[config.mk]
export PLATFORM = sky130hd
export DESIGN_NAME = sipo_deserializer
export DESIGN_NICKNAME = d
export VERILOG_FILES = /design/src/rtl/sipo_deserializer_pkg.sv /design/src/rtl/sipo_out_reg.sv /design/src/rtl/sipo_deserializer.sv
export SDC_FILE = /design/constraint.sdc
export NUM_CORES = 1
export LEC_CHECK = 0
export CAP_MARGIN = 20
export CORE_MARGIN = 8
export CORE_UTILIZATION = 45
export DETAILED_ROUTE_END_ITERATION = 7
export PLACE_DENSITY = 0.8
export RECOVER_POWER = 25
export SLEW_MARGIN = 10
export SYNTH_ARGS = -nofsm -noshare
export SYNTH_HDL_FRONTEND = slang
export SYNTH_SLANG_ARGS = --single-unit
[constraint.sdc]
create_clock -name clk -period 1.5 [get_ports clk]
set_input_delay 0.3 -clock clk [delete_from_list [all_inputs] [get_ports clk]]
set_output_delay 0.3 -clock clk [all_outputs]
set_load 0.01 [all_outputs]
[src/rtl/sipo_deserializer_pkg.sv]
// Shared types and helpers for the serial-in/parallel-out deserializer.
// Holds the FSM state encoding and the bit-counter width calculation.
package sipo_deserializer_pkg;

    typedef enum logic {
        ST_SHIFT = 1'b0,
        ST_STALL = 1'b1
    } state_t;

    // Wide enough to hold 0..WIDTH.
    function automatic int cnt_width(input int width);
        return $clog2(width) + 1;
    endfunction

endpackage

[src/rtl/sipo_out_reg.sv]
// Output holding register with a valid/ready handshake.
// A load always wins; otherwise a consumed word drops p_valid while p_data holds its value.
module sipo_out_reg #(
    parameter int WIDTH = 4
) (
    input  logic             clk,
    input  logic             rst_n,
    input  logic             load,
    input  logic [WIDTH-1:0] load_data,
    input  logic             p_ready,
    output logic             p_valid,
    output logic [WIDTH-1:0] p_data
);

    always_ff @(posedge clk or negedge rst_n) begin
        if (!rst_n) begin
            p_valid <= 1'b0;
            p_data  <= '0;
        end else if (load) begin
            p_valid <= 1'b1;
            p_data  <= load_data;
        end else if (p_valid && p_ready) begin
            p_valid <= 1'b0;
        end
    end

endmodule

[src/rtl/sipo_deserializer.sv]
// Assembles a 1-bit serial stream into WIDTH-bit words with valid/ready on both sides.
// state    | meaning
// ST_SHIFT | accepting serial bits into the assembly register
// ST_STALL | assembly register holds a complete word, output register still occupied
module sipo_deserializer
    import sipo_deserializer_pkg::*;
#(
    parameter int WIDTH     = 4,
    parameter bit MSB_FIRST = 1'b1
) (
    input  logic             clk,
    input  logic             rst_n,
    input  logic             s_valid,
    input  logic             s_data,
    input  logic             s_sof,
    output logic             s_ready,
    output logic             p_valid,
    output logic [WIDTH-1:0] p_data,
    input  logic             p_ready,
    output logic             frame_err,
    input  logic             err_clr
);

    localparam int CW = cnt_width(WIDTH);

    state_t           state, state_nxt;
    logic [CW-1:0]    cnt, cnt_nxt;
    logic [WIDTH-1:0] asm_reg, asm_nxt;
    logic [WIDTH-1:0] shifted, fresh;
    logic [WIDTH-1:0] load_data;
    logic             load;
    logic             accept;
    logic             out_free;
    logic             err_set;

    assign s_ready  = (state == ST_SHIFT);
    assign accept   = s_valid && s_ready;
    assign out_free = !p_valid || p_ready;

    // A start-of-word bit restarts assembly from that bit alone.
    always_comb begin
        shifted = '0;
        fresh   = '0;
        if (MSB_FIRST) begin
            shifted = {asm_reg[WIDTH-2:0], s_data};
            fresh   = {{(WIDTH-1){1'b0}}, s_data};
        end else begin
            shifted = {s_data, asm_reg[WIDTH-1:1]};
            fresh   = {s_data, {(WIDTH-1){1'b0}}};
        end
    end

    always_ff @(posedge clk or negedge rst_n) begin
        if (!rst_n) begin
            state     <= ST_SHIFT;
            cnt       <= '0;
            asm_reg   <= '0;
            frame_err <= 1'b0;
        end else begin
            state   <= state_nxt;
            cnt     <= cnt_nxt;
            asm_reg <= asm_nxt;
            if (err_set) begin
                frame_err <= 1'b1;
            end else if (err_clr) begin
                frame_err <= 1'b0;
            end
        end
    end

    always_comb begin
        state_nxt = state;
        cnt_nxt   = cnt;
        asm_nxt   = asm_reg;
        load      = 1'b0;
        load_data = shifted;
        err_set   = 1'b0;
        case (state)
            ST_SHIFT: begin
                if (accept) begin
                    if (s_sof) begin
                        asm_nxt = fresh;
                        cnt_nxt = CW'(1);
                        err_set = (cnt != '0);
                    end else if (cnt == CW'(WIDTH - 1)) begin
                        asm_nxt = shifted;
                        if (out_free) begin
                            load    = 1'b1;
                            cnt_nxt = '0;
                        end else begin
                            state_nxt = ST_STALL;
                        end
                    end else begin
                        asm_nxt = shifted;
                        cnt_nxt = cnt + CW'(1);
                    end
                end
            end
            ST_STALL: begin
                load_data = asm_reg;
                if (p_valid && p_ready) begin
                    load      = 1'b1;
                    cnt_nxt   = '0;
                    state_nxt = ST_SHIFT;
                end
            end
            default: state_nxt = ST_SHIFT;
        endcase
    end

    sipo_out_reg #(
        .WIDTH(WIDTH)
    ) u_out_reg (
        .clk      (clk),
        .rst_n    (rst_n),
        .load     (load),
        .load_data(load_data),
        .p_ready  (p_ready),
        .p_valid  (p_valid),
        .p_data   (p_data)
    );

endmodule
Word level (Yosys, flattened, before mapping)
Index checks and enable logic that the tools add are counted.

operators by class
  equal/unequal tests = 4
  reductions and logical operators = 9
  multiplexer cells = 27
  bitwise operators = 1
  add/subtract/negate cells = 1

operator list
  kind                 number
  $mux 1               17
  $mux 3               5
  $mux 4               2
  $pmux 3 s2           1
  $ne 2x1->1 const B   2
  $ne 4x4->1 const B   1
  $pmux 1 s2           2
  $reduce_bool 2->1    2
  $add 3x1->3 const B  1
  $eq 3x2->1 const B   1
  $reduce_and 3->1     1
  $reduce_bool 3->1    1
  $logic_and 1x1->1    2
  $reduce_and 2->1     1
  $logic_not 1->1      1
  $logic_or 1x1->1     1
  $not 1->1            1

storage, ports and cells
  output and inout port bits = 7
  flip-flop bits (word level) = 14
  logic and storage cells = 48

Logic depth before layout (Yosys ltp)
  word-level depth = 8
  depth in mapped cells = 5
  mapped depth without buffers = 5

Modules after synthesis
A second synthesis with hierarchy kept.

second synthesis, totals
  cell total of the unflattened synthesis = 64
  area total of the unflattened synthesis = 723.2 um^2

by module, submodules not included
  module             times used  area each (um^2)  cells each
  sipo_deserializer  1           540.5             53
  sipo_out_reg       1           182.7             11

Worst setup path after synthesis
Ideal clock, no wire load.

  kind = register to register
  from = register cnt[0]
  to = register cnt[1]
  buffers on the path = 0
  arrival = 1139 ps
  cell stages (with the launch flop) = 5
  required time = 1378 ps
  path slack = 240 ps
  period minus slack after synthesis = 1260 ps
  cell sequence = dfrtp_1 > ha_1 > nor3b_1 > a22o_1 > a32o_1

between the ends
  longest elaborated chain between the ends = 5

ends and longest elaborated chain
  what                                       RTL line                                          RTL
  from (decl)                                sipo_deserializer.sv:27                           logic [CW-1:0] cnt, cnt_nxt;
  from (signal assigned)                     sipo_deserializer.sv:61                           cnt <= cnt_nxt;
  $add 3x1->3 or $eq 3x2->1 (tied branches)  sipo_deserializer.sv:95, sipo_deserializer.sv:85
  $mux 3                                     sipo_deserializer.sv:85                           end else if (cnt == CW'(WIDTH - 1)) begin
  $mux 3                                     sipo_deserializer.sv:81                           if (s_sof) begin
  $mux 3                                     sipo_deserializer.sv:80                           if (accept) begin
  $pmux 3 s2                                 sipo_deserializer.sv:78                           case (state)

Several ways; a longest one is shown, not always the timed one. The select of a mux whose other input is x is not followed.
A chain may end at the register's enable or synchronous reset.

Final worst setup path
Ends and elaborated chain as after synthesis.

==> metrics.md <==
| Metric | Value |
|---|---|
| Status | `completed` |
| Final Hold Vio Count | `0` |
| Share of cells above drive strength 1 | `0.1509` |
| Post-route ant nets | `0` |
| Vias per std cell | `5.435` |
| Pins over their slew limit | `0` |
| Core area | `1708 µm²` |
| Sw Share | `0.3450` |
| Starting Density | `0.4733` |
| Startpoint Class | `register` |
| Mapped Cells | `85` |
| Worst slack, placed | `-0.08491 ns` |
| Global router's overall resource usage | `0.1125` |
| FMAX | `0.7442 GHz` |
| H-tree depth | `1` |
| DR vias | `712` |
| Pin count of the biggest net entering global routing | `15` |
| Gp weighted congestion | `0.8312` |
| Syn_area_per_cell | `9.509 µm²` |
| Final setup skew | `0.001971 ns` |
| Vias in the first global route | `705` |
| Clk buf depth | `2` |
| Critical R2R Capture | `cnt[1]$_DFFE_PN0P_` |
| Netlist Area Pre-Place | `808.3 µm²` |
| Logic gate share of total power | `0.398` |
| R2R setup slack | `0.16 ns` |
| Sequential share of power | `0.409` |
| Reg2Reg Depth | `4` |
| P_leak | `0.5065 nW` |
| Drt first pass iters | `6` |
| Global route overflow | `0` |
| Commonest non-fill, non-tap cells in the layout | `14 x dfrtp_1, 10 x nand2_1, 8 x o21ai_0, 7 x inv_1` |
| Yosys warnings | `0` |
| Ant. Diodes | `0` |
| Reg2reg start | `cnt[0]$_DFFE_PN0P_` |
| Placed cell area | `1011 µm²` |
| Pwr dens | `1342 nW/µm²` |
| Critical Path AT | `1.52 ns` |
| Footprint of the multi-input gates | `400.4 µm²` |
| Post-route cell area | `1039 µm²` |
| Worst hold stages | `1` |
| Slew margin rel. | `0.4945` |
| CTS Buf Count | `3` |
| Crit-path slowest cell | `dfrtp_1` |
| Worst path required time | `1.68 ns` |
| CP cell instances | `ha_1 > nor3b_1 > a22o_1 > a32o_1` |
| RSZ-0062 raised after global routing | `no` |
| Layout area overhead | `28.48%` |
| Final setup margin | `0.1562 ns` |
| # Max-Cap Violations | `0` |
| Worst hold path class | `reg -> reg` |
| CP max stage delay | `0.41 ns` |
| Detailed Place HPWL | `1.387 mm` |
| Initial antenna violation count | `0` |
| I/O pin count | `14` |
| First-pass GRT wire length | `3.022 mm` |
| Worst-Skew Late Latency | `0.28 ns` |
| Nets@finish | `116` |
| Root Buffer | `clkbuf_4` |
| Die area | `3408 µm²` |
| Hold Startpoint | `cnt[1]$_DFFE_PN0P_` |
| Sequential share of the synthesized area | `0.4334` |
| Detailed Route Iter0 Violations | `22` |
| Maximum vdd drop | `1087 µV` |
| Final-layout fill cell count | `147` |
| Die width | `58.38 µm` |
| Area contributors post-synth | `dfrtp_1 43%, o21ai_0 5.0%, nand2_1 4.6%, o2111ai_1 4.3%, inv_1 3.3%` |
| Clock sink total | `14` |
| Final setup viols | `0` |
| Postcts setup bufs | `0` |
| Post-Syn Nets | `94` |
| Average wire per standard cell | `14.16 µm` |
| Tcrit/Tclk final | `0.8958` |
| Port Buf Inserts | `13` |
| Most common cell after layout, fill and taps aside | `dfrtp_1` |
| Yosys top cell by area | `dfrtp_1` |
| Hold Path Sink | `cnt[1]$_DFFE_PN0P_` |
| Min Hold Slack | `0.5330 ns` |
| # rows | `15` |
| Cts hold-fix bufs | `0` |
| Clock Power Share | `0.192` |
| Die Ht | `58.38 µm` |
| Worst Tran Pin Value | `0.7583 ns` |
| Internal power | `0.9130 mW` |
| Post-synthesis cell type count | `29` |
| CTS tree | `yes` |
| Storage element area | `350.3 µm²` |
| Crit path kind | `reg -> reg` |
| CP Max Fanout | `5` |
| Clock-pin slew on the worst setup and hold paths | `0.08 ns` |
| Psw | `0.4808 mW` |
| # resized after CTS | `6` |
| CP Capture Type | `register` |
| Routed WL | `1.855 mm` |
| Yosys top cell area share | `0.4334` |
| Final Critical Period | `1.344 ns` |
| DRC Markers | `0` |
| Synth Register Bits | `14` |
synth_stat cells:
library cell and number:
o2111ai_1 4, nor2b_1 4, o211a_1 1, a21oi_1 5, nor3b_1 1, inv_1 7, a22o_1 1, nand2_1 10
nor2_1 1, and4bb_2 1, nand4bb_1 1, ha_1 2, nand3_1 4, nand2b_4 1, and3_1 4, buf_4 1
mux2_4 1, nand4_1 4, o21ai_0 8, clkbuf_8 1, buf_2 2, a32o_1 1, and2b_4 1, dfrtp_1 14
nand3_2 1, or2b_1 1, a21o_1 1, o2bb2ai_1 1, o22ai_1 1
worst max path at each step:
| stage | start | endpoint | slack, ns | cells after the start |
|---|---|---|---|---|
| 2_1_floorplan | cnt[0]$_DFFE_PN0P_ | cnt[1]$_DFFE_PN0P_ | 0.24 | 4 |
| 3_3_place_gp | s_sof | cnt[1]$_DFFE_PN0P_ | -0.05 | 4 |
| 3_5_place_dp | s_sof | u_out_reg.p_data[3]$_DFFE_PN0P_ | -0.08 | 4 |
| 4_1_cts | frame_err$_DFFE_PN0P_ | frame_err | 0.03 | 1 |
| 5_1_grt | cnt[0]$_DFFE_PN0P_ | u_out_reg.p_data[0]$_DFFE_PN0P_ | 0.1 | 4 |
| 6_report | cnt[0]$_DFFE_PN0P_ | cnt[1]$_DFFE_PN0P_ | 0.16 | 4 |
logic make-up (layout without fill, tap and decap cells):
family	count (synthesis)	after routing	synth area share
flip-flops	14	14	0.4334
adder cells (fa/ha/maj)	2	2	0.03095
AND/OR/NAND/NOR	34	34	0.2585
AO/OA/AOI/OAI	23	23	0.1873
multiplexers	1	1	0.01857
buffers and inverters	11	32	0.07121
cell type report:
cell class / count / area share
multi-input cells: 60 / 0.3855
flip-flops and latches: 14 / 0.3373
repair buffers: 21 / 0.1867
clock buffers: 4 / 0.03494
well taps: 25 / 0.03012
inverters: 7 / 0.02530
power by group through the flow:
stage	Sequential [mW]	Combinational [mW]	Clock, mW
2_1_floorplan	0.594	0.310	0
3_5_place_dp	0.578	0.602	0
6_report	0.570	0.555	0.268
3_3_place_gp	0.573	0.585	0
5_1_grt	0.585	0.618	0.290
4_1_cts	0.571	0.568	0.276
worst max-delay path, delay by kind of cell, from the launching register on:
kind | cells | cell delay (ns)
adder cells (fa/ha/maj) | 1 | 0.25
flip-flops | 1 | 0.41
AND/OR/NAND/NOR | 1 | 0.16
AO/OA/AOI/OAI | 2 | 0.42
per-layer routing:
layer | up-vias | global-route usage | wire length [µm]
met3 | 4 | 0.02609 | 111
met2 | 25 | 0.1764 | 880
met5 | - | 0 | 0
met4 | 0 | 0.06294 | 23
li1 | 350 | - | -
met1 | 333 | 0.1378 | 839
per-stage QoR:
stage / power, mW / instances / TNS (ns) / util
2_1_floorplan: 0.9044 / 85 / 0 / -
3_3_place_gp: 1.158 / 127 / -0.1636 / 0.5919
3_5_place_dp: 1.180 / 127 / -0.3891 / 0.5919
4_1_cts: 1.415 / 131 / 0 / 0.6088
5_1_grt: 1.493 / 131 / 0 / 0.6081
6_report: 1.394 / 131 / 0 / 0.6081
No activity file was read; power rests on OpenSTA's default activity.
